`src/rtl/parity_frame_pkg.sv`:
```
// Shared types and constants for the parity framer/transmitter.
// Holds the frame state encoding, frame geometry and the parity helper
// used by the combinational parity generator.
package parity_frame_pkg;

  // Frame sequencing states
  typedef enum logic [2:0] {
    IDLE   = 3'd0,
    START  = 3'd1,
    DATA   = 3'd2,
    PARITY = 3'd3,
    STOP   = 3'd4
  } state_t;

  // Payload bits per frame and total bits on the line (start + data + parity + stop)
  localparam int DATA_BITS  = 8;
  localparam int FRAME_BITS = 11;

  // Width of the per-bit baud counter
  localparam int BAUD_W = 16;

  // Parity of a data byte: plain XOR reduction for even, inverted for odd
  function automatic logic calc_parity(input logic [DATA_BITS-1:0] data,
                                       input logic                 odd);
    calc_parity = (^data) ^ odd;
  endfunction

endpackage

```
`src/rtl/parity_frame_tx_parity_gen.sv`:
```
// Purely combinational parity generator for one data byte.
// PARITY_ODD selects odd (1) or even (0) parity.
module parity_gen
  import parity_frame_pkg::*;
#(
  parameter bit PARITY_ODD = 1'b0
) (
  input  logic [DATA_BITS-1:0] data,
  output logic                 parity
);

  assign parity = calc_parity(data, PARITY_ODD);

endmodule

```
`src/rtl/parity_frame_tx.sv`:
```
// Serial frame transmitter: accepts a byte over valid/ready, captures it
// together with its parity bit, and shifts out start, 8 data bits (LSB
// first), parity and stop, each bit held for CLKS_PER_BIT clocks.
// txd, busy and frame_done are registered from the next-state decode so
// they line up exactly with the state they describe.
module parity_frame_tx
  import parity_frame_pkg::*;
#(
  parameter int unsigned CLKS_PER_BIT = 4,
  parameter bit          PARITY_ODD   = 1'b0
) (
  input  logic                 clk,
  input  logic                 areset_n,
  input  logic [DATA_BITS-1:0] in_data,
  input  logic                 in_valid,
  output logic                 in_ready,
  output logic                 txd,
  output logic                 busy,
  output logic                 frame_done
);

  // Last baud count of a bit period and index of the final data bit
  localparam logic [BAUD_W-1:0] BAUD_LAST = BAUD_W'(CLKS_PER_BIT - 32'd1);
  localparam logic [2:0]        LAST_BIT  = 3'(DATA_BITS - 32'd1);

  state_t                 state_r;
  state_t                 state_nxt_s;
  logic [BAUD_W-1:0]      baud_r;
  logic [BAUD_W-1:0]      baud_nxt_s;
  logic [2:0]             bit_cnt_r;
  logic [2:0]             bit_cnt_nxt_s;
  logic [DATA_BITS-1:0]   shift_r;
  logic [DATA_BITS-1:0]   shift_nxt_s;
  logic                   parity_r;
  logic                   parity_nxt_s;
  logic                   txd_r;
  logic                   txd_nxt_s;
  logic                   busy_r;
  logic                   busy_nxt_s;
  logic                   frame_done_r;
  logic                   frame_done_nxt_s;
  logic                   baud_last_s;
  logic                   in_ready_s;
  logic                   accept_s;
  logic                   in_parity_s;

  // Parity of the incoming byte, captured only when a transfer happens
  parity_gen #(
    .PARITY_ODD(PARITY_ODD)
  ) u_parity_gen (
    .data  (in_data),
    .parity(in_parity_s)
  );

  // Ready in IDLE, or in the final cycle of STOP so frames can chain without a gap
  always_comb begin
    baud_last_s = (baud_r == BAUD_LAST);
    in_ready_s  = 1'b0;
    if (state_r == IDLE) begin
      in_ready_s = 1'b1;
    end else if ((state_r == STOP) && baud_last_s) begin
      in_ready_s = 1'b1;
    end else begin
      in_ready_s = 1'b0;
    end
    accept_s = in_valid && in_ready_s;
  end

  // Next-state, baud/bit counter and shift register update
  always_comb begin
    state_nxt_s   = state_r;
    baud_nxt_s    = baud_r;
    bit_cnt_nxt_s = bit_cnt_r;
    shift_nxt_s   = shift_r;
    parity_nxt_s  = parity_r;
    case (state_r)
      IDLE: begin
        baud_nxt_s    = '0;
        bit_cnt_nxt_s = 3'd0;
        if (accept_s) begin
          state_nxt_s  = START;
          shift_nxt_s  = in_data;
          parity_nxt_s = in_parity_s;
        end else begin
          state_nxt_s  = IDLE;
        end
      end
      START: begin
        if (baud_last_s) begin
          state_nxt_s   = DATA;
          baud_nxt_s    = '0;
          bit_cnt_nxt_s = 3'd0;
        end else begin
          baud_nxt_s    = baud_r + 16'd1;
        end
      end
      DATA: begin
        if (baud_last_s) begin
          baud_nxt_s  = '0;
          shift_nxt_s = {1'b0, shift_r[DATA_BITS-1:1]};
          if (bit_cnt_r == LAST_BIT) begin
            state_nxt_s   = PARITY;
            bit_cnt_nxt_s = 3'd0;
          end else begin
            bit_cnt_nxt_s = bit_cnt_r + 3'd1;
          end
        end else begin
          baud_nxt_s = baud_r + 16'd1;
        end
      end
      PARITY: begin
        if (baud_last_s) begin
          state_nxt_s = STOP;
          baud_nxt_s  = '0;
        end else begin
          baud_nxt_s  = baud_r + 16'd1;
        end
      end
      STOP: begin
        if (baud_last_s) begin
          baud_nxt_s    = '0;
          bit_cnt_nxt_s = 3'd0;
          if (accept_s) begin
            state_nxt_s  = START;
            shift_nxt_s  = in_data;
            parity_nxt_s = in_parity_s;
          end else begin
            state_nxt_s  = IDLE;
          end
        end else begin
          baud_nxt_s = baud_r + 16'd1;
        end
      end
      default: begin
        state_nxt_s   = IDLE;
        baud_nxt_s    = '0;
        bit_cnt_nxt_s = 3'd0;
      end
    endcase
  end

  // Output decode from the next state so the registered outputs track state_r
  always_comb begin
    txd_nxt_s = 1'b1;
    case (state_nxt_s)
      IDLE:    txd_nxt_s = 1'b1;
      START:   txd_nxt_s = 1'b0;
      DATA:    txd_nxt_s = shift_nxt_s[0];
      PARITY:  txd_nxt_s = parity_nxt_s;
      STOP:    txd_nxt_s = 1'b1;
      default: txd_nxt_s = 1'b1;
    endcase
    busy_nxt_s       = (state_nxt_s != IDLE);
    frame_done_nxt_s = (state_nxt_s == STOP) && (baud_nxt_s == BAUD_LAST);
  end

  // State, counters, captured byte and registered line outputs
  always_ff @(posedge clk or negedge areset_n) begin
    if (!areset_n) begin
      state_r      <= IDLE;
      baud_r       <= '0;
      bit_cnt_r    <= 3'd0;
      shift_r      <= '0;
      parity_r     <= 1'b0;
      txd_r        <= 1'b1;
      busy_r       <= 1'b0;
      frame_done_r <= 1'b0;
    end else begin
      state_r      <= state_nxt_s;
      baud_r       <= baud_nxt_s;
      bit_cnt_r    <= bit_cnt_nxt_s;
      shift_r      <= shift_nxt_s;
      parity_r     <= parity_nxt_s;
      txd_r        <= txd_nxt_s;
      busy_r       <= busy_nxt_s;
      frame_done_r <= frame_done_nxt_s;
    end
  end

  assign in_ready   = in_ready_s;
  assign txd        = txd_r;
  assign busy       = busy_r;
  assign frame_done = frame_done_r;

endmodule

```
`config.mk`:
```
export PLATFORM = sky130hd
export DESIGN_NAME = parity_frame_tx
export DESIGN_NICKNAME = d
export VERILOG_FILES = /design/src/rtl/parity_frame_pkg.sv /design/src/rtl/parity_frame_tx_parity_gen.sv /design/src/rtl/parity_frame_tx.sv
export SDC_FILE = /design/constraint.sdc
export NUM_CORES = 1
export LEC_CHECK = 0
export ABC_AREA = 1
export CAP_MARGIN = 20
export CORE_MARGIN = 5
export CORE_UTILIZATION = 30
export CTS_CLUSTER_DIAMETER = 100
export DETAILED_ROUTE_END_ITERATION = 8
export GPL_ROUTABILITY_DRIVEN = 0
export GPL_TIMING_DRIVEN = 1
export SYNTH_ARGS = -nofsm -noshare
export SYNTH_HDL_FRONTEND = slang
export SYNTH_SLANG_ARGS = --single-unit
export TNS_END_PERCENT = 1
```
`constraint.sdc`:
```
create_clock -name clk -period 3.8 [get_ports clk]
set_input_delay 0.57 -clock clk [delete_from_list [all_inputs] [get_ports clk]]
set_output_delay 0.57 -clock clk [all_outputs]
set_load 0.1 [all_outputs]
```
; ---- Word-level counts from Yosys, hierarchy flattened
; Index checks and enable logic that the tools add are counted.
[totals]
register_bits = 34
input_bits = 11
output_inout_bits = 4
word_cells = 60
[op_classes]
n_addsub = 2
eq_ne = 14
muxes = 23
n_bitwise = 1
reduce_logical = 11
[ops]
columns = op, n
row1 = "16-bit by 2-bit equality test with 1-bit output, second input constant", 2
row2 = 16-bit 2-to-1 mux, 2
row3 = 3-bit 2-to-1 mux, 8
row4 = 8-bit 2-to-1 mux, 3
row5 = 8-bit case mux with 3 select lines, 1
row6 = "16-bit by 1-bit adder with 16-bit output, second input constant", 1
row7 = 3-bit case mux with 5 select lines, 1
row8 = "3-bit by 2-bit equality test with 1-bit output, second input constant", 4
row9 = "3-bit equality test, second input constant", 3
row10 = 3-bit case mux with 3 select lines, 1
row11 = 8-bit XOR reduction, 1
row12 = "3-bit by 1-bit equality test with 1-bit output, second input constant", 2
row13 = 3-bit AND reduction, 2
row14 = 3-bit nonzero test, 2
row15 = 1-bit 2-to-1 mux, 5
row16 = "2-bit != test, second input constant", 2
row17 = 4-bit OR reduction, 1
row18 = "3-bit by 1-bit adder with 3-bit output, second input constant", 1
row19 = 1-bit logical AND, 3
row20 = 3-bit zero test, 1
row21 = 1-bit case mux with 3 select lines, 1
row22 = "2-bit by 1-bit != test with 1-bit output, second input constant", 1
row23 = 1-bit case mux with 2 select lines, 1
row24 = 2-bit OR reduction, 1
row25 = 1-bit NOT, 1

; ---- Longest topological paths before layout
; Gate-level depths: netlist (run 1).
[logic_depth]
word_depth = 10
mapped_depth = 15
ltp_nobuf = 14

; ---- Hierarchy
; From an unflattened synthesis (run 1), not the netlist that was laid out.
[unflattened]
cells_unflattened = 326
area_unflattened_um2 = 2239.6
[by_module_without_submodules]
columns = mod, instances, cells_each, area_per_inst_um2, seq_area_each_um2
row1 = parity_frame_tx, 1, 279, 2063.2, 852.1
row2 = parity_gen, 1, 47, 176.4, 0.0

; ---- Least setup slack after synthesis (run 1)
; No wires, ideal clock.
[synth_path]
path_type = register -> output
start = register baud_r[0]
end = output port in_ready
arrival_time_ns = 1.690
required_ns = 3.230
slack_ns = 1.540
path_stages_with_launch = 9
path_buffers = 1
cell_sequence = dfrtp_1 ha_1 buf_4 nand2_1 nor2_1 nand2_2 nand2_2 nand2_1 inv_1
[synth_between]
elab_chain_cells = 4
[synth_lines]
columns = element, line_no
row1 = start: declaration, parity_frame_tx.sv:28  ; logic [BAUD_W-1:0] baud_r;
row2 = start signal: assignment, parity_frame_tx.sv:170  ; baud_r <= baud_nxt_s;
row3 = 16-bit by 2-bit equality test with 1-bit output, parity_frame_tx.sv:57  ; baud_last_s = (baud_r == BAUD_LAST);
row4 = 1-bit logical AND, parity_frame_tx.sv:61  ; end else if ((state_r == STOP) && baud_last_s) begin
row5 = 1-bit 2-to-1 mux, parity_frame_tx.sv:61
row6 = 1-bit 2-to-1 mux, parity_frame_tx.sv:59  ; if (state_r == IDLE) begin
row7 = end: declaration, parity_frame_tx.sv:16  ; output logic in_ready,
; Every way passes these cells.

; ---- Worst setup path in the final report (run 1)
; Ends and elaborated chain as after synthesis.

==> results of run 1 <==
[cell type report]
cell class	instances	share of cell area, %
multi-input combinational	211	42.8
sequential	34	34.0
inverter	53	8.04
timing repair buffer	15	5.79
tap	96	4.79
clock buffer	5	2.75
clock inverter	3	1.80
[worst max-delay path: cells and delay by family (launching register included)]
family	cells	cell delay [ps]
adders and majority gates	1	320
buffers and inverters	2	410
DFF	1	390
and+or+nand+nor	5	550
[registers in the layout (all words and copies together) (netlist names)]
| register | flops |
|---|---|
| shift_r | 8 |
| busy | 1 |
| bit_cnt_r | 3 |
| parity_r | 1 |
| state_r | 3 |
| txd | 1 |
| frame_done | 1 |
| baud_r | 16 |
[synth_stat cells, drive strengths merged]
master  instances
a21oi           1
a22oi           1
a31oi           1
buf             2
clkinv          1
dfrtp          33
dfstp           1
ha              3
inv            52
nand2          79
nand3          41
nand3b          1
nand4           7
nor2           50
nor3            2
nor4            1
o21ai          11
o31ai           1
o41ai           1
xnor2           5
xor2            6
[routing by layer]
layer  vias to the layer above  GRT usage (%)
met4                         0           5.05
met1                       836           16.0
met5                         -              0
met2                        20           18.4
li1                        980              -
met3                         7           2.79
[cells by family after synthesis]
| family | after synthesis |
|---|---|
| buf+inv | 55 |
| flops | 34 |
| xor+xnor | 11 |
| simple gates | 181 |
| compound gates | 16 |
| fa+ha+maj | 3 |
[through the flow]
stage	cells	power (mW)	hold WS, ps	instance area, um2
finish	417	1.16	486	2510
detailed placement	409	0.827	471	2390
CTS	417	1.18	491	2510
global route	417	1.24	507	2510
floorplan	300	0.733	274	2140
global placement	409	0.821	443	2390
[report_power, final]
group,total [mW],leakage [nW],internal [mW],switching [mW]
Sequential,0.443,0.447,0.409,0.0347
Clock,0.339,0.0504,0.195,0.144
Combinational,0.373,0.768,0.114,0.259
[worst paths after layout]
path / startpoint / endpoint / cells past startpoint
max: baud_r[0] / in_ready / 8
min: baud_r[0] / baud_r[0] / 1
max reg2reg: baud_r[0] / frame_done / 13
min reg2reg: baud_r[0] / baud_r[0] / 1
max in group asynchronous: areset_n / shift_r[7] / 2
min in group asynchronous: areset_n / baud_r[8] / 1
[cells in the final DEF, fill, tap and decap left out, drive strengths merged, types with 2 or more instances in the layout]
cell,count
nand3,41
dfrtp,33
clkinvlp,2
clkdlybuf4s50,13
ha,3
buf,2
nor2,50
inv,52
nand2,79
clkbuf,5
nor3,2
o21ai,11
nand4,7
xnor2,5
xor2,6
==> flow_metrics.tcl, run 1 <==
set metrics [dict create \
    highest_layer "met4" \
    synthesis.area_um2 2140 \
    nets 334 \
    grt_pass1_vias 1805 \
    numCtsBuffers 5 \
    drive_above_1_share_pct 14.6 \
    worst_ep_arrival_time_ps 1960 \
    coreArea_um2 6870 \
    clockRootBuffer "clkbuf_8" \
    grt_usage_pct 11.9 \
    wl_met3_um 96 \
    fmax_mhz 395 \
    end_kind "output pin" \
    clk_latency_ps 290 \
    holdBufCountCts 0 \
    grt.overflow.total 0 \
    hold_viol_final 0 \
    syn_inst 300 \
    fin_crit_sh_pct 66.6 \
    yosys.area.top_type_share_pct 38.6 \
    syn_avg_cell_area_um2 7.13 \
    start_kind "flop" \
    synth-simple-area-share_pct 39.5 \
    finish.utilization_pct 36.5 \
    ys_ff_latch 34 \
    slew_headroom_pct 35.5 \
    finalWorstSetupSlack_ps 1270 \
    wirelength_um 4640 \
    tns_ps 0 \
    area_growth_pct 17.1 \
    drt-met1-wl_um 2230 \
    routed-wl-met2_um 2200 \
    ir_worst_vdd_mv 0.150 \
    synth_adder_area_share_pct 1.75 \
    multi_input_area_um2 1070 \
    fin_crit_ps 2530 \
    cts_tree "done" \
    worstSetupPathType "reg -> out" \
    synthDistinctLibCells 30 \
    vias_per_cell 4.42 \
    yosysTopAreaCell "dfrtp_1" \
    fillers 713 \
    slowest_delay_ps 390 \
    tightest_slew_ps 964 \
    dp_hpwl_um 3630 \
    slowest_stage "dfrtp_1" \
    cts-htree-levels 2 \
    hold_class "reg -> reg" \
    drtIter0Drc 118 \
    cts.sinks 34 \
    die_w_um 94.5 \
    seqCellArea_um2 852 \
    dr_total_vias 1843 \
    antenna_found_initial 0 \
    num_rows 30 \
    pre_cts_slack_ps 1580 \
    setup_violations 0 \
    wire_per_inst_um 11.1 \
    drv_cap 0 \
    path_cells "ha_1 > nand2_1 > nor2_1 > nand2_2 > nand2_2 > nand2_1 > inv_1 > buf_4" \
    drtPass1Iterations 4 \
    power_leakage_nw 1.27 \
    synth_compound_area_share_pct 4.39 \
    port_buffers 14 \
    clock_path_buffers 2 \
    grt_max_degree 19 \
    synth_top_family_by_area "simple AND/OR/NAND/NOR gates" \
    drv_slew 0 \
    syn_nets 314 \
    io_pins 15 \
    rsz0062_at_grt "no" \
    die-height_um 94.5 \
    start_util_pct 31.1 \
    status "complete, no violations" \
    clkSlewWorstSetupHoldPaths_ps 70 \
    required_ps 3230 \
    n_antenna_cell 0 \
    cp_max_fo 7 \
    synth_area_leaders "dfrtp_1 39%, nand2_1 12%, nand3_1 8.9%" \
    p_per_area_nw_per_um2 461 \
    grt_pass1_wl_um 8370 \
    die-area_um2 8920 \
    synth_xor_xnor_area_share_pct 4.50 \
    synth.mux.area_fraction_pct 0 \
    cts_resized 0 \
    cts_setup_buffers 0 \
    r2r_setup_slack_ps 1870 \
    skew_ps 5.29 \
    yosys_warnings 0 \
    drc 0 \
    synth.yosys.seq_area_share_pct 39.8 \
    drt.antenna.violating_nets 0 \
]
(Power assumes the default switching activity.)
==> inputs of run 2 (changes only) <==
Clock period 3.8 ns to 2.1 ns, I/O delays scaled along.
==> flow_metrics.tcl, run 2 (synthesized netlist as in run 1, its figures left out) <==
set metrics [dict create \
    die_w_um 94.5 \
    die-height_um 94.5 \
    start_kind "flop" \
    grt_usage_pct 11.2 \
    finish.utilization_pct 36.8 \
    wirelength_um 4620 \
    fin_crit_ps 2000 \
    dr_total_vias 1888 \
    reg_top3 "baud_r: 16 flops, shift_r: 8 flops" \
    hold_viol_final 0 \
    vias_per_cell 4.50 \
    drv_slew 0 \
    dp_hpwl_um 3540 \
    fin_cells 420 \
    nets 337 \
    fin_crit_sh_pct 95.2 \
    cp_max_fo 7 \
    worst_ep_arrival_time_ps 1680 \
    p_per_area_nw_per_um2 803 \
    multi_input_area_um2 1090 \
    total_power_mw 2.03 \
    antenna_found_initial 0 \
    fmax_mhz 500 \
    drtPass1Iterations 5 \
    tns_ps 0 \
    grt.overflow.total 0 \
    n_antenna_cell 0 \
    largest_reg_flops 16 \
    finalWorstSetupSlack_ps 101 \
    dp_cells 409 \
    clk_latency_ps 300 \
    dpl_cell_area_um2 2400 \
    start_util_pct 31.1 \
    coreArea_um2 6870 \
    fillers 704 \
    grt_max_degree 35 \
    drtIter0Drc 125 \
    clkSlewWorstSetupHoldPaths_ps 80 \
    num_rows 30 \
    clockRootBuffer "clkbuf_8" \
    status "complete, no violations" \
    drt.antenna.violating_nets 0 \
    hold_slack_ps 421 \
    tightest_slew_ps 429 \
    drv_cap 0 \
    power_leakage_nw 1.28 \
    seqCellArea_um2 852 \
    cp_common_cell "nand2_2" \
    cts-htree-levels 2 \
    port_buffers 14 \
    end_kind "output pin" \
    slowest_delay_ps 410 \
    skew_ps 10.2 \
    drc 0 \
    final_common_cell "nand2_1" \
    path_cells "ha_4 > nand2_1 > nor2_1 > nand2_2 > nand2_2 > nand2_2 > inv_2 > buf_12" \
    ir_worst_vdd_mv 0.295 \
    slew_headroom_pct 71.4 \
    layout_common_cells "70 x nand2_1, 42 x nor2_1, 38 x nand3_1" \
    grt_pass1_vias 1728 \
    cts.sinks 34 \
    wire_per_inst_um 11.0 \
    worstSetupPathType "reg -> out" \
    slowest_stage "dfrtp_1" \
    final_area_um2 2530 \
    area_growth_pct 18.1 \
    grt_pass1_wl_um 7870 \
    die-area_um2 8920 \
    setup_violations 0 \
    hold_class "in -> async" \
    max_flop_register "baud_r" \
    io_pins 15 \
    drive_above_1_share_pct 17.6 \
    pre_cts_slack_ps 232 \
    clock_path_buffers 2 \
    required_ps 1780 \
    numCtsBuffers 5 \
    holdBufCountCts 0 \
    cts_tree "done" \
]
## run 2: worst max-delay path, delay by kind of cell (launching register included)
| kind | cells | cell delay, ps |
|---|---|---|
| simple gates | 5 | 510 |
| fa+ha+maj | 1 | 200 |
| flops | 1 | 410 |
| buf+inv | 2 | 270 |
## run 2: timing repair
action / in CTS / in global routing
setup endpoints to repair: 1 / 1
hold endpoints to repair: 0 / 0
buffers inserted: 1 / 2
resized for setup: 2 / 3
## run 2: where the power goes
| group | internal [mW] | switching, mW |
|---|---|---|
| combinational | 0.241 | 0.488 |
| sequential | 0.739 | 0.0661 |
| clock | 0.233 | 0.262 |
| total | 1.21 | 0.816 |
## run 2: area by class of cell
type	count	area share [%]
clock inverter	3	0.842
tap	96	4.75
multi-input combinational	211	43.2
clock buffer	5	2.72
sequential	34	33.7
timing repair buffer	18	6.83
inverter	53	7.97
## run 2: path summary, 6_finish.rpt
check	cells past startpoint	start	slack, ps	endpoint
max	8	baud_r[0]	100	in_ready
min	2	areset_n	420	baud_r[9]
max reg2reg	11	baud_r[0]	300	frame_done
min reg2reg	2	bit_cnt_r[1]	490	bit_cnt_r[1]
max in group asynchronous	2	areset_n	1340	txd
min in group clk	2	bit_cnt_r[1]	490	bit_cnt_r[1]
## run 2: per-layer routing
| metal | up-vias | global-route usage, % | routed length, um |
|---|---|---|---|
| met5 | - | 0 | 0 |
| met4 | 0 | 4.81 | 97 |
| met3 | 10 | 2.95 | 211 |
| met2 | 38 | 17.0 | 2100 |
| met1 | 849 | 15.1 | 2220 |
| li1 | 991 | - | - |
